**config.mk**
```make
export PLATFORM = sky130hd
export DESIGN_NAME = gpr_scoreboard
export DESIGN_NICKNAME = d
export VERILOG_FILES = /design/src/rtl/gpr_scoreboard_pkg.sv /design/src/rtl/gpr_scoreboard.sv
export SDC_FILE = /design/constraint.sdc
export NUM_CORES = 1
export LEC_CHECK = 0
export ABC_AREA = 1
export CORE_MARGIN = 8
export CORE_UTILIZATION = 29
export DETAILED_ROUTE_END_ITERATION = 7
export GPL_ROUTABILITY_DRIVEN = 0
export HOLD_SLACK_MARGIN = 0.12
export PLACE_DENSITY_LB_ADDON = 0.25
export SLEW_MARGIN = 20
export SYNTH_ARGS = -nofsm -noshare
export SYNTH_HDL_FRONTEND = slang
export SYNTH_SLANG_ARGS = --single-unit
```
**constraint.sdc**
```tcl
create_clock -name clock -period 4.9 [get_ports clock]
set_input_delay 0.49 -clock clock [delete_from_list [all_inputs] [get_ports clock]]
set_output_delay 0.49 -clock clock [all_outputs]
set_load 0.005 [all_outputs]
```
**src/rtl/gpr_scoreboard_pkg.sv**
```systemverilog
// Shared constants and types for the in-order GPR write scoreboard.
package gpr_scoreboard_pkg;

    localparam int unsigned GPR_IDX_W         = 5;
    localparam int unsigned SCB_DEPTH_DEFAULT = 4;

    typedef logic [GPR_IDX_W-1:0] gpr_idx_t;

    localparam gpr_idx_t GPR_ZERO = 5'd0;

endpackage

```
**src/rtl/gpr_scoreboard.sv**
```systemverilog
// In-order GPR write scoreboard: tracks pending destination registers of issued
// instructions and raises a RAW stall toward decode until writeback retires them.
module gpr_scoreboard
    import gpr_scoreboard_pkg::*;
#(
    parameter int unsigned DEPTH     = SCB_DEPTH_DEFAULT,
    parameter bit          WB_BYPASS = 1'b1,
    localparam int unsigned PTR_W    = $clog2(DEPTH),
    localparam int unsigned CNT_W    = PTR_W + 1
) (
    input  logic                 clock,
    input  logic                 reset,
    input  logic [GPR_IDX_W-1:0] rs1,
    input  logic                 rs1_used,
    input  logic [GPR_IDX_W-1:0] rs2,
    input  logic                 rs2_used,
    output logic                 stall,
    input  logic                 issue_valid,
    input  logic [GPR_IDX_W-1:0] issue_rd,
    output logic                 issue_ready,
    input  logic                 wb_valid,
    input  logic [GPR_IDX_W-1:0] wb_rd,
    input  logic                 flush,
    output logic [CNT_W-1:0]     count,
    output logic                 empty
);

    logic [GPR_IDX_W-1:0] rd_q [DEPTH];
    logic [PTR_W-1:0]     head_q, head_d;
    logic [PTR_W-1:0]     tail_q, tail_d;
    logic [CNT_W-1:0]     count_q, count_d;
    logic                 empty_q, empty_d;
    logic                 ready_q, ready_d;

    logic                 push;
    logic                 pop;
    logic                 bypass_head;
    logic [DEPTH-1:0]     valid_mask;
    logic [DEPTH-1:0]     match1_mask;
    logic [DEPTH-1:0]     match2_mask;
    logic                 hit1;
    logic                 hit2;

    // Registered ready gates the push, so a same-cycle pop never frees a slot early.
    assign push = issue_valid && ready_q && (issue_rd != GPR_ZERO) && !flush;
    assign pop  = wb_valid && !empty_q && !flush;

    // The retiring head is forwarded by the regfile, so it no longer blocks decode.
    assign bypass_head = WB_BYPASS && wb_valid;

    // Per-entry occupancy and source compares.
    for (genvar i = 0; i < DEPTH; i++) begin : g_entry
        logic [PTR_W-1:0] age;
        logic             is_head;

        assign age            = PTR_W'(i) - head_q;
        assign is_head        = (PTR_W'(i) == head_q);
        assign valid_mask[i]  = (CNT_W'(age) < count_q) && !(bypass_head && is_head);
        assign match1_mask[i] = valid_mask[i] && (rd_q[i] == rs1);
        assign match2_mask[i] = valid_mask[i] && (rd_q[i] == rs2);
    end

    assign hit1  = (rs1 != GPR_ZERO) && (|match1_mask);
    assign hit2  = (rs2 != GPR_ZERO) && (|match2_mask);
    assign stall = (rs1_used && hit1) || (rs2_used && hit2);

    // Next-state: flush drops everything still in flight, including a same-cycle push.
    always_comb begin
        head_d  = head_q;
        tail_d  = tail_q;
        count_d = count_q;

        if (flush) begin
            head_d  = tail_q;
            count_d = '0;
        end else begin
            if (push) begin
                tail_d = tail_q + PTR_W'(1);
            end
            if (pop) begin
                head_d = head_q + PTR_W'(1);
            end
            count_d = count_q + CNT_W'(push) - CNT_W'(pop);
        end

        empty_d = (count_d == '0);
        ready_d = (count_d != CNT_W'(DEPTH));
    end

    always_ff @(posedge clock) begin
        if (reset) begin
            head_q  <= '0;
            tail_q  <= '0;
            count_q <= '0;
            empty_q <= 1'b1;
            ready_q <= 1'b1;
            for (int unsigned i = 0; i < DEPTH; i++) begin
                rd_q[i] <= GPR_ZERO;
            end
        end else begin
            head_q  <= head_d;
            tail_q  <= tail_d;
            count_q <= count_d;
            empty_q <= empty_d;
            ready_q <= ready_d;
            if (push) begin
                rd_q[tail_q] <= issue_rd;
            end
        end
    end

    // Writebacks must retire in program order against a non-empty scoreboard.
    always_ff @(posedge clock) begin
        if (!reset && wb_valid) begin
            assert (!empty_q && (rd_q[head_q] == wb_rd))
                else $error("gpr_scoreboard: writeback rd %0d does not match oldest pending write", wb_rd);
        end
    end

    assign count       = count_q;
    assign empty       = empty_q;
    assign issue_ready = ready_q;

endmodule

```
Word level (Yosys, flattened, before mapping)
Memory sizes are Yosys's and may differ from the RTL's.
Cells that the tools add are included.
- add/sub/neg operators: 8
- order comparisons: 4
- eq/ne operators: 12
- multiplexer cells: 11
- bitwise gates (word level): 1
- reduce and logical (&&, ||, !) cells: 42
- operator list (cell ; number):
    == test 5 bit ; 8
    logical AND 1 bit ; 25
    nonzero test 5 bit ; 3
    less-than comparator 2 x 3 -> 1 bit ; 4
    OR reduction 4 bit ; 2
    zero test 1 bit ; 6
    2-to-1 mux 1 bit ; 6
    2-to-1 mux 2 bit ; 3
    2-to-1 mux 5 bit ; 1
    OR reduction 5 bit ; 1
    adder 2 x 1 -> 2 bit (second input constant) ; 2
    == test 2 bit (first input constant) ; 2
    subtractor 1 x 2 -> 2 bit (first input constant) ; 2
    subtractor 2 bit (first input constant) ; 2
    adder 3 x 1 -> 3 bit ; 1
    zero test 3 bit ; 1
    2-to-1 mux 3 bit ; 1
    inequality test 3 bit (second input constant) ; 1
    subtractor 3 x 1 -> 3 bit ; 1
    == test 1 x 2 -> 1 bit (first input constant) ; 1
    zero test 2 bit ; 1
    AND reduction 2 bit ; 1
    nonzero test 2 bit ; 1
    logical OR 1 bit ; 1
    NOT 1 bit ; 1
- bits in registers: 9
- RAM bits: 20
- output and inout bits: 6
- word-level logic and storage cells: 84
- memories: 1
- memory list (memory ; words ; bits a word ; rd ports ; clocked after memory_dff ; write ports ; line ; source):
    rd_q ; 4 ; 5 ; 4 ; 0 ; 4 ; gpr_scoreboard.sv:28 ; logic [GPR_IDX_W-1:0] rd_q [DEPTH];

Depth between registers and ports, before layout
Gate-level depths: netlist of run 1.
- depth in word-level cells: 9
- mapped depth: 12
- gate-level depth less buffers: 12

Least setup slack after synthesis of run 1
No wires, ideal clock.
- path type: input port to flip-flop
- start point: input flush
- end point: register empty_q (netlist: empty)
- setup time: 0.115 ns
- arrival time: 2.152 ns
- data required time: 4.785 ns
- slack: 2.633 ns
- stages: 12
- path through: buf_2 -> nor2_2 -> nand2_1 -> ha_1 -> inv_1 -> ha_1 -> fa_1 -> inv_1 -> nor3_1 -> nor2_1 -> o21ai_0 -> inv_1
- longest elaborated chain between the ends: 6
- elaborated cells on any way between the ends: 7
- those cells by class: 2 x add/sub; 1 x mux; 4 x reduce/logical
- ends and longest elaborated chain (item ; line ; source):
    start: declaration ; gpr_scoreboard.sv:23 ; input logic flush,
    zero test 1 bit ; gpr_scoreboard.sv:45, gpr_scoreboard.sv:46 ;
    logical AND 1 bit ; gpr_scoreboard.sv:45 ; assign push = issue_valid && ready_q && (issue_rd != GPR_ZERO) && !flush;
    adder 3 x 1 -> 3 bit ; gpr_scoreboard.sv:83 ; count_d = count_q + CNT_W'(push) - CNT_W'(pop);
    subtractor 3 x 1 -> 3 bit ; gpr_scoreboard.sv:83 ;
    2-to-1 mux 3 bit * ; gpr_scoreboard.sv:73 ; if (flush) begin
    zero test 3 bit * ; gpr_scoreboard.sv:86 ; empty_d = (count_d == '0);
    end signal: assignment ; gpr_scoreboard.sv:104 ; empty_q <= empty_d;
    end: declaration ; gpr_scoreboard.sv:32 ; logic empty_q, empty_d;
Mark *: on every way between the ends. The rest lies on a longest branch, timed or not.
A chain may end at the register's enable or synchronous reset.

Worst setup path in the final report of run 1
- start point: register head_q[1]
- end point: output stall
- longest elaborated chain between the ends: 9
- elaborated cells on any way between the ends: 39
- those cells by class: 4 x add/sub; 4 x order compare; 3 x eq/ne; 28 x reduce/logical
- ends and longest elaborated chain (item ; line ; source):
    start: declaration ; gpr_scoreboard.sv:29 ; logic [PTR_W-1:0] head_q, head_d;
    start signal: assignment ; gpr_scoreboard.sv:92 ; head_q <= '0;
    start signal: assignment ; gpr_scoreboard.sv:101 ; head_q <= head_d;
    branches (longest 8 deep; another with less-than comparator 2 x 3 -> 1 bit) ; - ;
    logical OR 1 bit * ; gpr_scoreboard.sv:65 ; assign stall = (rs1_used && hit1) || (rs2_used && hit2);
    end: declaration ; gpr_scoreboard.sv:17 ; output logic stall,
Mark *: on every way between the ends.

==> impl_metrics.tcl, run 1 <==
set metrics [dict create \
    status "complete, no violations" \
    port_buffers 27 \
    wire_per_inst_um 11.6 \
    synth.ff_latch_count 29 \
    tritoncts "done" \
    critPathBufInv 3 \
    crit_family "buffers and inverters" \
    syn_avg_cell_area_um2 6.83 \
    postSynthCellCount 311 \
    regArea_um2 781 \
    drv_cap 0 \
    slowest_delay_ns 0.49 \
    yosysWarnings 0 \
    p_switching_uw 160 \
    syn_nets 349 \
    die_w_um 102 \
    dpl.hpwl_um 4320 \
    multi_input_area_um2 1130 \
    sw_frac_of_total 0.268 \
    syn_area_um2 2120 \
    clk_pin_slew_ns 0.06 \
    finalMaxSlewViolations 0 \
    netlist.area_leader.share 0.283 \
    cts.sinks 29 \
    tightest_slew_ns 0.815 \
    crit_path_frequent_cell "nand2_1" \
    crit_type "register to primary output" \
    p_int_uw 436 \
    crit_chain "inv_1 -> ha_1 -> inv_1 -> ha_1 -> nand3_1 -> nand3_1 -> nor2_1 -> nor2_1 -> nand2_1 -> nand2_1 -> nand2_1 -> clkdlybuf4s50_1" \
    diodes 0 \
    clkPwrFrac 0.333 \
    rsz0062_at_grt "no" \
    final-hold-violation-count 0 \
    start_util 0.296 \
    critical_path_arrival_ns 2.45 \
    worst_setup_path_end_kind "primary output" \
    power.share.sequential 0.479 \
    peakVddDrop_mv 0.0974 \
    p_comb_frac 0.188 \
    htreeDepth 2 \
    core_um2 7180 \
    cp-start-kind "register" \
    relSlewSlack 0.452 \
    path_max_fanout 5 \
    period_needed_ns 2.94 \
    grt_max_degree 13 \
    drt_iter0_drc 52 \
    synthTopCellsByArea "edfxtp_1 28%, nand2_1 19%, dfxtp_1 8.5%, nor2_1 8.5%, inv_1 7.2%" \
    track_usage 0.109 \
    final-setup-viol-count 0 \
    tns_ns 0 \
    postCtsSetupBuffers 0 \
    cts_hold_buf 0 \
    numCtsBuffers 5 \
    io_pins 33 \
    cts_buffer_depth 2 \
    layout-drive-gt1-share 0.0758 \
    yosysSeqAreaShare 0.367 \
    powerDensity_nw_per_um2 230 \
    fin_nets 380 \
    p_leak_nw 1.18 \
    grt_pass1_wl_um 8870 \
    drtPass1Iterations 4 \
    synth_top_flop_cell "edfxtp_1" \
    fin_skew_ns 0.00562 \
    vias 1890 \
    fmax_ghz 0.340 \
    synth_edf_count 20 \
    async_reset_ff_frac 0 \
    ant_nets 0 \
    drc 0 \
    grt_overflow 0 \
    antenna_found_initial 0 \
    worst_path_max_delay_cell "clkdlybuf4s50_1" \
    grt_pass1_vias 1896 \
    period_share 0.601 \
    critPathRequiredTime_ns 4.41 \
    cts_root_buffer "clkbuf_8" \
    hold_path_class "register to register" \
    post_cts_resized 0 \
    die_area_um2 10300 \
    fill_cells 766 \
    fp.dieH_um 102 \
    netlist-cell-type-count 26 \
    core.rowCount 31 \
    power.total_uw 596 \
    insertion_delay_ns 0.27 \
    area_growth_pct 22.0 \
    yosys.area.top_type "edfxtp_1" \
    vias_per_cell 4.28 \
    routed_wirelength_um 5130 \
]
-- flip-flops by register name, indices dropped and copies added (netlist names) --
register	flops
count	3
tail_q	2
rd_q	20
empty	1
head_q	2
issue_ready	1
-- final cells by class --
| type | instances | area share |
|---|---|---|
| repair buffers | 27 | 0.104 |
| clock buffers | 8 | 0.0348 |
| well taps | 99 | 0.0478 |
| inverters | 53 | 0.0768 |
| flip-flops and latches | 29 | 0.301 |
| multi-input cells | 226 | 0.435 |
-- path summary, 6_finish.rpt --
check	from	to	slack [ns]	cells after the start
hold / removal	tail_q[1]$_SDFFE_PP0P_	head_q[1]$_SDFFE_PP0P_	0.51	2
setup reg to reg	issue_ready$_SDFF_PP1_	empty$_SDFF_PP1_	2.71	12
setup / recovery	head_q[1]$_SDFFE_PP0P_	stall	1.96	12
hold reg to reg	tail_q[1]$_SDFFE_PP0P_	head_q[1]$_SDFFE_PP0P_	0.51	2
-- routing by layer --
layer | part of all wire | global-route usage | vias up
met3 | 0.048 | 0.0192 | 8
met1 | 0.46 | 0.129 | 827
met4 | 0.019 | 0.0458 | 0
li1 | - | - | 1017
met2 | 0.48 | 0.189 | 38
met5 | 0 | 0 | -
-- power by group through the flow --
stage / Clock (mW) / Combinational [mW] / Sequential (mW)
3_3_place_gp: 0 / 0.112 / 0.290
4_1_cts: 0.199 / 0.114 / 0.286
6_report: 0.198 / 0.112 / 0.286
5_1_grt: 0.213 / 0.130 / 0.287
2_1_floorplan: 0 / 0.0696 / 0.287
3_5_place_dp: 0 / 0.113 / 0.291
-- stage by stage --
step / std cells / hold WS [ns] / setup slack [ns] / util / instance area [µm²]
after floorplan: 311 / 0.460 / 2.63 / - / 2120
after global placement: 434 / 0.492 / 1.98 / 0.349 / 2500
after detailed placement: 434 / 0.510 / 1.96 / 0.349 / 2500
after CTS: 442 / 0.518 / 1.92 / 0.361 / 2590
after global routing: 442 / 0.550 / 1.75 / 0.361 / 2590
final: 442 / 0.515 / 1.96 / 0.361 / 2590
-- tightest hold or removal path, delay by kind of cell, from the launching register on --
| kind | cells | cell delay (ns) |
|---|---|---|
| AND/OR/NAND/NOR | 1 | 0.06 |
| flip-flops | 1 | 0.32 |
| AO/OA/AOI/OAI | 1 | 0.08 |
-- cells by family after synthesis --
logic type / synth area share
AND/OR/NAND/NOR: 0.365
buffers and inverters: 0.102
flip-flops: 0.367
AO/OA/AOI/OAI: 0.0401
XOR/XNOR: 0.0577
adder cells (fa/ha/maj): 0.0683
-- cell usage in the layout, fill, tap and decap left out, drive strengths merged --
| master | instances |
|---|---|
| a21o | 1 |
| a21oi | 2 |
| a31oi | 2 |
| clkbuf | 8 |
| clkdlybuf4s50 | 27 |
| dfxtp | 9 |
| edfxtp | 20 |
| fa | 1 |
| ha | 10 |
| inv | 53 |
| nand2 | 109 |
| nand3 | 17 |
| nand4 | 2 |
| nor2 | 50 |
| nor3 | 8 |
| o21ai | 8 |
| o21bai | 1 |
| o31ai | 1 |
| xnor2 | 9 |
| xor2 | 5 |
-- cells in the mapped netlist, drive strengths merged (3+ instances only) --
cell and number:
xnor2 9, dfxtp 9, edfxtp 20, nand2 109, nor2 50, buf 3, o21ai 8, ha 10
inv 53, nand3 17, nor3 8, xor2 5
(Power assumes the default switching activity.)
==> run 2, diff against run 1 <==
Clock period 4.9 ns to 2.5 ns, I/O delays scaled along.
==> impl_metrics.tcl, run 2 (synthesized netlist as in run 1, its figures left out) <==
set metrics [dict create \
    status "complete, no violations" \
    die_w_um 102 \
    p_leak_nw 1.26 \
    powerDensity_nw_per_um2 426 \
    die_area_um2 10300 \
    dp_cells 446 \
    cts_hold_buf 0 \
    crit_type "primary input to register" \
    grt_overflow 0 \
    grt_pass1_wl_um 9040 \
    slowest_delay_ns 0.48 \
    largest-register "rd_q" \
    clk_pin_slew_ns 0.06 \
    layout_common_cells "108 x nand2_1, 48 x nor2_1, 39 x inv_1" \
    htreeDepth 2 \
    cts_buffer_depth 2 \
    final-hold-violation-count 0 \
    grt_max_degree 11 \
    whs_ns 0.504 \
    fin_skew_ns 0.00688 \
    core.rowCount 31 \
    start_util 0.296 \
    area_growth_pct 27.1 \
    wire_per_inst_um 11.7 \
    tns_ns 0 \
    critPathRequiredTime_ns 2.68 \
    layout.cells.non_filler 455 \
    track_usage 0.112 \
    period_share 0.888 \
    r2r_end "empty$_SDFF_PP1_" \
    worst_setup_path_end_kind "register" \
    core_um2 7180 \
    hold_path_class "register to register" \
    r2r_slack_ns 0.42 \
    r2r-start "issue_ready$_SDFF_PP1_" \
    fmax_ghz 0.450 \
    dpl.hpwl_um 4400 \
    drc 0 \
    cp-start-kind "primary input" \
    antenna_found_initial 0 \
    insertion_delay_ns 0.28 \
    final_common_cell "nand2_1" \
    drv_cap 0 \
    path_max_fanout 2 \
    tritoncts "done" \
    whs_endpoint "head_q[1]$_SDFFE_PP0P_" \
    drtPass1Iterations 4 \
    crit_family "adder cells" \
    routed_wirelength_um 5320 \
    worst_path_max_delay_cell "fa_1" \
    grt_pass1_vias 1921 \
    peakVddDrop_mv 0.225 \
    utilization 0.376 \
    final-setup-viol-count 0 \
    period_needed_ns 2.22 \
    diodes 0 \
    vias_per_cell 4.26 \
    finalMaxSlewViolations 0 \
    crit_path_frequent_cell "inv_1" \
    ff2ff_path_depth 12 \
    port_buffers 27 \
    numCtsBuffers 5 \
    fp.dieH_um 102 \
    tightest_slew_ns 0.671 \
    io_pins 33 \
    cts.sinks 29 \
    rsz0062_at_grt "no" \
    relSlewSlack 0.548 \
    crit_chain "clkdlybuf4s50_1 -> nor3_1 -> nand3_1 -> nand2_1 -> ha_1 -> inv_1 -> ha_1 -> fa_1 -> inv_1 -> nor3_1 -> nor2_1 -> o21ai_0 -> inv_1" \
    vias 1939 \
    ant_nets 0 \
    drt_iter0_drc 73 \
    critical_path_arrival_ns 2.40 \
    largest_register_ffs 20 \
    fin_nets 393 \
    hp-start "tail_q[1]$_SDFFE_PP0P_" \
    critPathBufInv 4 \
    cts_root_buffer "clkbuf_8" \
    layout-drive-gt1-share 0.126 \
    whs_path_depth 2 \
]
==> run 2: layout make-up <==
cell class	count	area [µm²]
multi-input combinational	226	1140
inverter	53	199
clock inverter	3	12.5
clock buffer	5	68.8
sequential	29	787
timing repair buffer	40	370
tap	99	124
fill	768	4470
==> run 2: worst max path at each step <==
| stage | slack (ns) | startpoint | cells after the start | end |
|---|---|---|---|---|
| after global placement | -0.005 | issue_rd[3] | 13 | empty$_SDFF_PP1_ |
| after CTS | 0.01 | head_q[0]$_SDFFE_PP0P_ | 12 | stall |
| after global routing | 0.09 | issue_rd[2] | 13 | empty$_SDFF_PP1_ |
| final | 0.28 | issue_rd[2] | 13 | empty$_SDFF_PP1_ |
| after detailed placement | -0.02 | issue_rd[2] | 13 | empty$_SDFF_PP1_ |
| after floorplan | 0.47 | flush | 12 | empty$_SDFF_PP1_ |
==> run 2: metrics by stage <==
step	power, mW	instance area, µm²	worst slack (ns)
after floorplan	0.699	2120	0.473
after detailed placement	0.804	2590	-0.0201
final	1.15	2700	0.280
after CTS	1.16	2700	0.0147
after global placement	0.799	2590	-0.00534
after global routing	1.22	2700	0.0902
==> run 2: per-layer routing <==
| metal | vias to the layer above | part of all wire | track usage |
|---|---|---|---|
| li1 | 1050 | - | - |
| met1 | 845 | 0.49 | 0.138 |
| met2 | 36 | 0.45 | 0.184 |
| met3 | 8 | 0.031 | 0.0186 |
| met4 | 0 | 0.025 | 0.0561 |
| met5 | - | 0 | 0 |
==> run 2: report_power, final <==
group          internal, mW  switching (mW)
clock network         0.187           0.169
registers             0.537          0.0216
logic                 0.106           0.131
total                 0.830           0.322
==> run 2: what timing repair did <==
| item | CTS | global route |
|---|---|---|
| pin swaps | 1 | 2 |
| setup endpoints to repair | 1 | 1 |
| gates resized for setup | 6 | 3 |
| cloned | 0 | 0 |
| setup buffers | 1 | 0 |
==> run 2: worst reg2reg max path, delay by kind of cell, from the launching register on <==
kind,cells,cell delay [ns]
adders and majority gates,3,0.94
and+or+nand+nor,5,0.49
DFF,1,0.34
buffers and inverters,3,0.15
AOI/OAI and AO/OA,1,0.07
